`src/rtl/mem_port_arbiter.sv`:
```
// mem_port_arbiter
// Shares one single-port memory between instruction fetch (IF) and the
// data-memory stage (DM). Each granted access holds mem_en for MEM_LAT
// cycles. The owner then gets registered read data and a one-cycle ack.
// While idle, DM normally wins. IF wins instead when the previous grant
// went to DM and IF is also waiting, so fetch can never be starved.
//
// Ports
//   clk, rst                       clock (rising edge), async active-low reset
//   if_req/if_addr/if_flush        fetch request, address, cancel
//   if_rdata/if_ack                fetched word, completion pulse
//   dm_req/dm_wr_n/dm_addr/dm_wdata data request (wr_n=0 store, 1 load)
//   dm_rdata/dm_ack                load data, completion pulse
//   mem_en/mem_wr_n/mem_addr/mem_wdata  registered memory controls
//   mem_rdata                      memory read data, valid in last mem_en cycle
//   stall_if/stall_pipe            request outstanding and not yet acked
module mem_port_arbiter #(
  parameter int DSIZE   = 16,
  parameter int ASIZE   = 16,
  parameter int MEM_LAT = 2
) (
  input  logic             clk,
  input  logic             rst,
  input  logic             if_req,
  input  logic [ASIZE-1:0] if_addr,
  input  logic             if_flush,
  output logic [DSIZE-1:0] if_rdata,
  output logic             if_ack,
  input  logic             dm_req,
  input  logic             dm_wr_n,
  input  logic [ASIZE-1:0] dm_addr,
  input  logic [DSIZE-1:0] dm_wdata,
  output logic [DSIZE-1:0] dm_rdata,
  output logic             dm_ack,
  output logic             mem_en,
  output logic             mem_wr_n,
  output logic [ASIZE-1:0] mem_addr,
  output logic [DSIZE-1:0] mem_wdata,
  input  logic [DSIZE-1:0] mem_rdata,
  output logic             stall_if,
  output logic             stall_pipe
);

  typedef enum logic [1:0] {IDLE, IF_ACC, DM_ACC} state_t;

  localparam logic [3:0] LAT_M1 = 4'(MEM_LAT - 1);

  state_t           r_state, w_state;
  logic [3:0]       r_cnt, w_cnt;
  logic             r_last_dm, w_last_dm;
  logic             r_flush_pend, w_flush_pend;
  logic             r_mem_en, w_mem_en;
  logic             r_mem_wr_n, w_mem_wr_n;
  logic [ASIZE-1:0] r_mem_addr, w_mem_addr;
  logic [DSIZE-1:0] r_mem_wdata, w_mem_wdata;
  logic [DSIZE-1:0] r_if_rdata, w_if_rdata;
  logic [DSIZE-1:0] r_dm_rdata, w_dm_rdata;
  logic             r_if_ack, w_if_ack;
  logic             r_dm_ack, w_dm_ack;

  logic w_if_elig, w_dm_elig, w_grant_dm, w_grant_if;

  // A requester whose ack is high this cycle has just been served and is
  // still holding its old request, so it must not be granted again. A
  // fetch arriving together with a flush is stale and is also skipped.
  assign w_if_elig  = if_req & ~r_if_ack & ~if_flush;
  assign w_dm_elig  = dm_req & ~r_dm_ack;
  assign w_grant_dm = w_dm_elig & ~(r_last_dm & w_if_elig);
  assign w_grant_if = w_if_elig & ~w_grant_dm;

  always_comb begin
    // NOTE: every next-state value is defaulted first, so no path through the
    // case statement can leave a signal unassigned and infer a latch.
    w_state      = r_state;
    w_cnt        = r_cnt;
    w_last_dm    = r_last_dm;
    w_flush_pend = r_flush_pend;
    w_mem_en     = r_mem_en;
    w_mem_wr_n   = r_mem_wr_n;
    w_mem_addr   = r_mem_addr;
    w_mem_wdata  = r_mem_wdata;
    w_if_rdata   = r_if_rdata;
    w_dm_rdata   = r_dm_rdata;
    w_if_ack     = 1'b0;
    w_dm_ack     = 1'b0;

    case (r_state)
      IDLE: begin
        if (w_grant_dm) begin
          w_state     = DM_ACC;
          w_mem_en    = 1'b1;
          w_mem_wr_n  = dm_wr_n;
          w_mem_addr  = dm_addr;
          w_mem_wdata = dm_wdata;
          w_cnt       = LAT_M1;
          w_last_dm   = 1'b1;
        end else if (w_grant_if) begin
          w_state     = IF_ACC;
          w_mem_en    = 1'b1;
          w_mem_wr_n  = 1'b1;
          w_mem_addr  = if_addr;
          w_mem_wdata = '0;
          w_cnt       = LAT_M1;
          w_last_dm   = 1'b0;
        end
      end

      IF_ACC: begin
        if (r_cnt != 4'd0) begin
          w_cnt        = r_cnt - 4'd1;
          w_flush_pend = r_flush_pend | if_flush;
        end else begin
          // The memory cycle always runs to the end. A flush seen at any
          // point, including this final edge, only suppresses the result.
          if (!(r_flush_pend || if_flush)) begin
            w_if_rdata = mem_rdata;
            w_if_ack   = 1'b1;
          end
          w_flush_pend = 1'b0;
          w_mem_en     = 1'b0;
          w_mem_wr_n   = 1'b1;
          w_state      = IDLE;
        end
      end

      DM_ACC: begin
        if (r_cnt != 4'd0) begin
          w_cnt = r_cnt - 4'd1;
        end else begin
          if (r_mem_wr_n) w_dm_rdata = mem_rdata;
          w_dm_ack   = 1'b1;
          w_mem_en   = 1'b0;
          w_mem_wr_n = 1'b1;
          w_state    = IDLE;
        end
      end

      default: w_state = IDLE;
    endcase
  end

  // NOTE: sequential state uses non-blocking assignments only, so every
  // register samples the pre-edge values regardless of statement order.
  always_ff @(posedge clk or negedge rst) begin
    if (!rst) begin
      r_state      <= IDLE;
      r_cnt        <= 4'd0;
      r_last_dm    <= 1'b0;
      r_flush_pend <= 1'b0;
      r_mem_en     <= 1'b0;
      r_mem_wr_n   <= 1'b1;
      r_mem_addr   <= '0;
      r_mem_wdata  <= '0;
      r_if_rdata   <= '0;
      r_dm_rdata   <= '0;
      r_if_ack     <= 1'b0;
      r_dm_ack     <= 1'b0;
    end else begin
      r_state      <= w_state;
      r_cnt        <= w_cnt;
      r_last_dm    <= w_last_dm;
      r_flush_pend <= w_flush_pend;
      r_mem_en     <= w_mem_en;
      r_mem_wr_n   <= w_mem_wr_n;
      r_mem_addr   <= w_mem_addr;
      r_mem_wdata  <= w_mem_wdata;
      r_if_rdata   <= w_if_rdata;
      r_dm_rdata   <= w_dm_rdata;
      r_if_ack     <= w_if_ack;
      r_dm_ack     <= w_dm_ack;
    end
  end

  assign if_rdata   = r_if_rdata;
  assign if_ack     = r_if_ack;
  assign dm_rdata   = r_dm_rdata;
  assign dm_ack     = r_dm_ack;
  assign mem_en     = r_mem_en;
  assign mem_wr_n   = r_mem_wr_n;
  assign mem_addr   = r_mem_addr;
  assign mem_wdata  = r_mem_wdata;
  assign stall_if   = if_req & ~r_if_ack;
  assign stall_pipe = dm_req & ~r_dm_ack;

endmodule

```
`config.mk`:
```
export PLATFORM = sky130hd
export DESIGN_NAME = mem_port_arbiter
export DESIGN_NICKNAME = d
export VERILOG_FILES = /design/src/rtl/mem_port_arbiter.sv
export SDC_FILE = /design/constraint.sdc
export NUM_CORES = 1
export LEC_CHECK = 0
export CORE_ASPECT_RATIO = 0.9
export CORE_MARGIN = 4
export CORE_UTILIZATION = 36
export DETAILED_ROUTE_END_ITERATION = 12
export PLACE_DENSITY = 0.7
export SLEW_MARGIN = 20
export SYNTH_ARGS = -nofsm -noshare
export SYNTH_HDL_FRONTEND = slang
export SYNTH_SLANG_ARGS = --single-unit
export TNS_END_PERCENT = 10
```
`constraint.sdc`:
```
create_clock -name clk -period 4.3 [get_ports clk]
set_clock_uncertainty 0.15 [all_clocks]
set_input_delay 0.645 -clock clk [delete_from_list [all_inputs] [get_ports clk]]
set_output_delay 0.645 -clock clk [all_outputs]
set_load 0.02 [all_outputs]
```
==> results.txt <==
----------------------------------------------------
[Cells and area]
  Number of antenna cells inserted ... 0
  Number of nets in the final layout ... 453
  Post-synthesis to final-layout area growth ... 53.2%
  Core occupancy in the finished layout ... 56.6%
  Share of post-route cells with drive strength above 1 ... 8.85%

[STA]
  Post-layout minimum cycle time ... 3.11 ns
  Least-Margin Pin Slew ... 0.930 ns
  Count of pins over their slew limit ... 0
  RSZ-0062 raised after global routing ... no
  Setup_tns ... 0 ns
  Final setup violation count ... 0
  Final hold viol count ... 0
  Final Cycle Share ... 72.4%
  Peak Freq ... 0.321 GHz
  Tightest slew margin relative to the limit ... 38.0%

[Detailed routing]
  Number of vias per cell ... 4.63
  Remaining routing DRC violations ... 0
  First-pass DRT Iterations ... 6
  Number of violations reported at the end of detailed-routing iteration 0 ... 77
  Total vias in the final route ... 2331
  Routed len/inst ... 14.9 um
  Number of nets still failing antenna checks after routing ... 0
  Total Routed Length ... 7.52 mm

[Logic synthesis]
  Arithmetic-cell share of the synthesized area counting full adders, half adders and majority gates ... 1.58%
  Post-synthesis compound-gate area fraction ... 11.3%
  Flops & latches, synth ... 76
  Dominant combinational cell family by area after synthesis ... multiplexers
  Syn_nets ... 314
  Count of flip-flops with a built-in enable after synthesis ... 0
  Most used flip-flop cell after synthesis ... sky130_fd_sc_hd__dfrtp_1
  Yosys warning count ... 0
  Average footprint of a synthesized cell ... 13.2 sq um
  Number of instances in the synthesized netlist ... 240
  Synth top area share ... 59.2%
  Share of the yosys chip area belonging to registers ... 60.1%
  Xor/xnor cell area share of the yosys netlist ... 0%
  Multiplexer share of the synthesized area ... 16.4%
  Library cells used by synthesis ... 37
  FFs w/ async S/R, synth ... 100%
  Simple-gate share of the synthesized area ... 7.07%
  Largest area contributor in the synthesized netlist ... sky130_fd_sc_hd__dfrtp_1
  Post-synthesis instance area ... 0.00317 sq mm
  Largest cells by area after synthesis ... sky130_fd_sc_hd__dfrtp_1 (59%), sky130_fd_sc_hd__mux2_1 (8.9%), sky130_fd_sc_hd__mux2i_1 (5.1%)

[Floorplan]
  Overall die width ... 107 um
  Die Y ... 97.0 um
  Starting utilization of the core area ... 37.0%
  Die Area ... 0.0104 sq mm
  Core region area ... 0.00857 sq mm
  Io pins ... 140
  Row Count ... 32

[Worst setup path]
  Signal arrival time at the worst endpoint ... 2.32 ns
  R2R setup slack ... 1.86 ns
  Reg-to-reg startpoint ... dm_ack
  Kind of end point of the critical path ... output pin
  CP max stage cell ... sky130_fd_sc_hd__clkdlybuf4s50_1
  Most common cell type on the critical path ... sky130_fd_sc_hd__clkdlybuf4s50_1
  Worst R2R Path Depth ... 5
  Count of buffering cells on the critical path with inverters included ... 2
  Critical Path Start Type ... primary input
  CP Data Required Time ... 3.50 ns
  Cell Chain, Critical Path ... clkdlybuf4s50_1 > nor2b_1 > clkdlybuf4s50_1
  Type of the setup path with the least slack ... in -> out
  CP Max Fanout ... 7
  Worst stage delay on the critical path ... 0.72 ns
  Endpoint of the most critical register-to-register path ... mem_wdata[8]
  Dominant delay contributor by cell family on the critical path ... buffers and inverters

[GRT]
  Via count of the first global-routing pass ... 2440
  Overall overflow remaining after global route ... 0
  Number of antenna violations at the first check in global routing ... 0
  Maximum number of pins on one net before global-route repair ... 77
  GR Util All Layers ... 14.6%
  Global-route wire length before repair ... 12.1 mm

[CTS]
  Number of clock sinks seen by CTS ... 76
  H-tree lvl count ... 3
  Register clock-pin slew on the reported worst setup and hold paths ... 0.08 ns
  Clock root buffer ... sky130_fd_sc_hd__clkbuf_8
  Clock buffers created by TritonCTS ... 9
  Post CTS Setup Buffer Count ... 0
  Clock tree from TritonCTS ... done
  Quantity of hold-fixing buffers added after cts ... 0
  CTS max path bufs ... 2
  Count of instances resized after the clock tree is built ... 0
  Clock latency of the later-clocked register in the worst-skew pair ... 0.34 ns

[Worst hold path]
  Class of the most critical hold timing path ... in -> async

[Placement]
  Routability-driven placement congestion ratio ... 0.698
  Placed wire-length estimate after detailed placement ... 5.60 mm
  PortBufs ... 139

[Job]
  Reported max-cap violation count ... 0

[Power]
  Power per cell area ... 728 mW/mm^2
  Lkg Pwr ... 0.00213 uW
  Maximum vdd drop ... 417 uV

[Status]
  Status ... finished clean

----------------------------------------------------
-- area by class of cell --
type / instances / area (sq um)
repair buffers: 141 / 1420
fillers: 771 / 3720
clock buffers: 9 / 124
inverters: 8 / 30.0
multi-input cells: 143 / 1160
flip-flops and latches: 76 / 1900
well taps: 119 / 149
clock inverters: 7 / 57.6
-- power breakdown --
group,total [uW],switching (uW),internal (uW)
clock,501,284,216
sequential,1250,193,1060
combinational,1780,891,891
-- cell families after synthesis --
group / count (synthesis)
multiplexers: 48
AO/OA/AOI/OAI: 53
flip-flops: 76
buffers and inverters: 21
AND/OR/NAND/NOR: 38
adder cells (fa/ha/maj): 4
-- worst max path at each step --
stage	end	depth (start not counted)	from
5_1_grt	stall_pipe	3	dm_req
3_5_place_dp	mem_wdata[4]	6	dm_req
3_3_place_gp	mem_wdata[12]	6	dm_req
4_1_cts	stall_pipe	3	dm_req
2_1_floorplan	mem_wdata[10]	7	dm_req
6_report	stall_pipe	3	dm_req
-- cells in the mapped netlist, types with 4 or more instances --
master,n
sky130_fd_sc_hd__ha_1,4
sky130_fd_sc_hd__o21ai_1,18
sky130_fd_sc_hd__o21ai_0,6
sky130_fd_sc_hd__buf_2,5
sky130_fd_sc_hd__dfrtp_1,75
sky130_fd_sc_hd__mux2_2,7
sky130_fd_sc_hd__a22o_1,16
sky130_fd_sc_hd__mux2i_1,16
sky130_fd_sc_hd__nand2_1,20
sky130_fd_sc_hd__inv_1,7
sky130_fd_sc_hd__mux2_1,25
-- metrics by stage --
step	cell area (sq um)	setup slack, ns	hold slack, ns	std cells	total power (uW)
3_5_place_dp	4640	1.11	0.324	486	3050
6_report	4850	1.19	0.283	503	3530
5_1_grt	4850	1.05	0.361	503	3760
4_1_cts	4820	1.18	0.324	502	3560
3_3_place_gp	4640	1.19	0.316	486	3000
2_1_floorplan	3170	2.33	0.199	240	2180
-- sequential cells by signal, summed over array words and instances (netlist names), 2 cells and up --
register / count
if_rdata: 16
r_state: 2
r_cnt: 4
dm_rdata: 16
mem_wdata: 16
mem_addr: 16
-- metal layers --
layer	up-vias	track usage, %	share of wire (%)
met4	0	3.83	0.90
met2	77	24.3	49
met1	1116	17.8	42
met5	-	0	0
met3	7	5.60	7.3
li1	1131	-	-
-- cell usage in the layout, fill, tap and decap left out, types with 3 or more instances in the layout --
master,count
sky130_fd_sc_hd__a21oi_1,3
sky130_fd_sc_hd__a22o_1,16
sky130_fd_sc_hd__clkbuf_8,9
sky130_fd_sc_hd__clkdlybuf4s50_1,138
sky130_fd_sc_hd__clkinvlp_4,3
sky130_fd_sc_hd__dfrtp_1,75
sky130_fd_sc_hd__ha_1,4
sky130_fd_sc_hd__inv_1,7
sky130_fd_sc_hd__inv_6,3
sky130_fd_sc_hd__mux2_1,25
sky130_fd_sc_hd__mux2_2,7
sky130_fd_sc_hd__mux2i_1,16
sky130_fd_sc_hd__nand2_1,20
sky130_fd_sc_hd__o21ai_0,6
sky130_fd_sc_hd__o21ai_1,17
sky130_fd_sc_hd__or3_1,3
(Power assumes the default switching activity.)
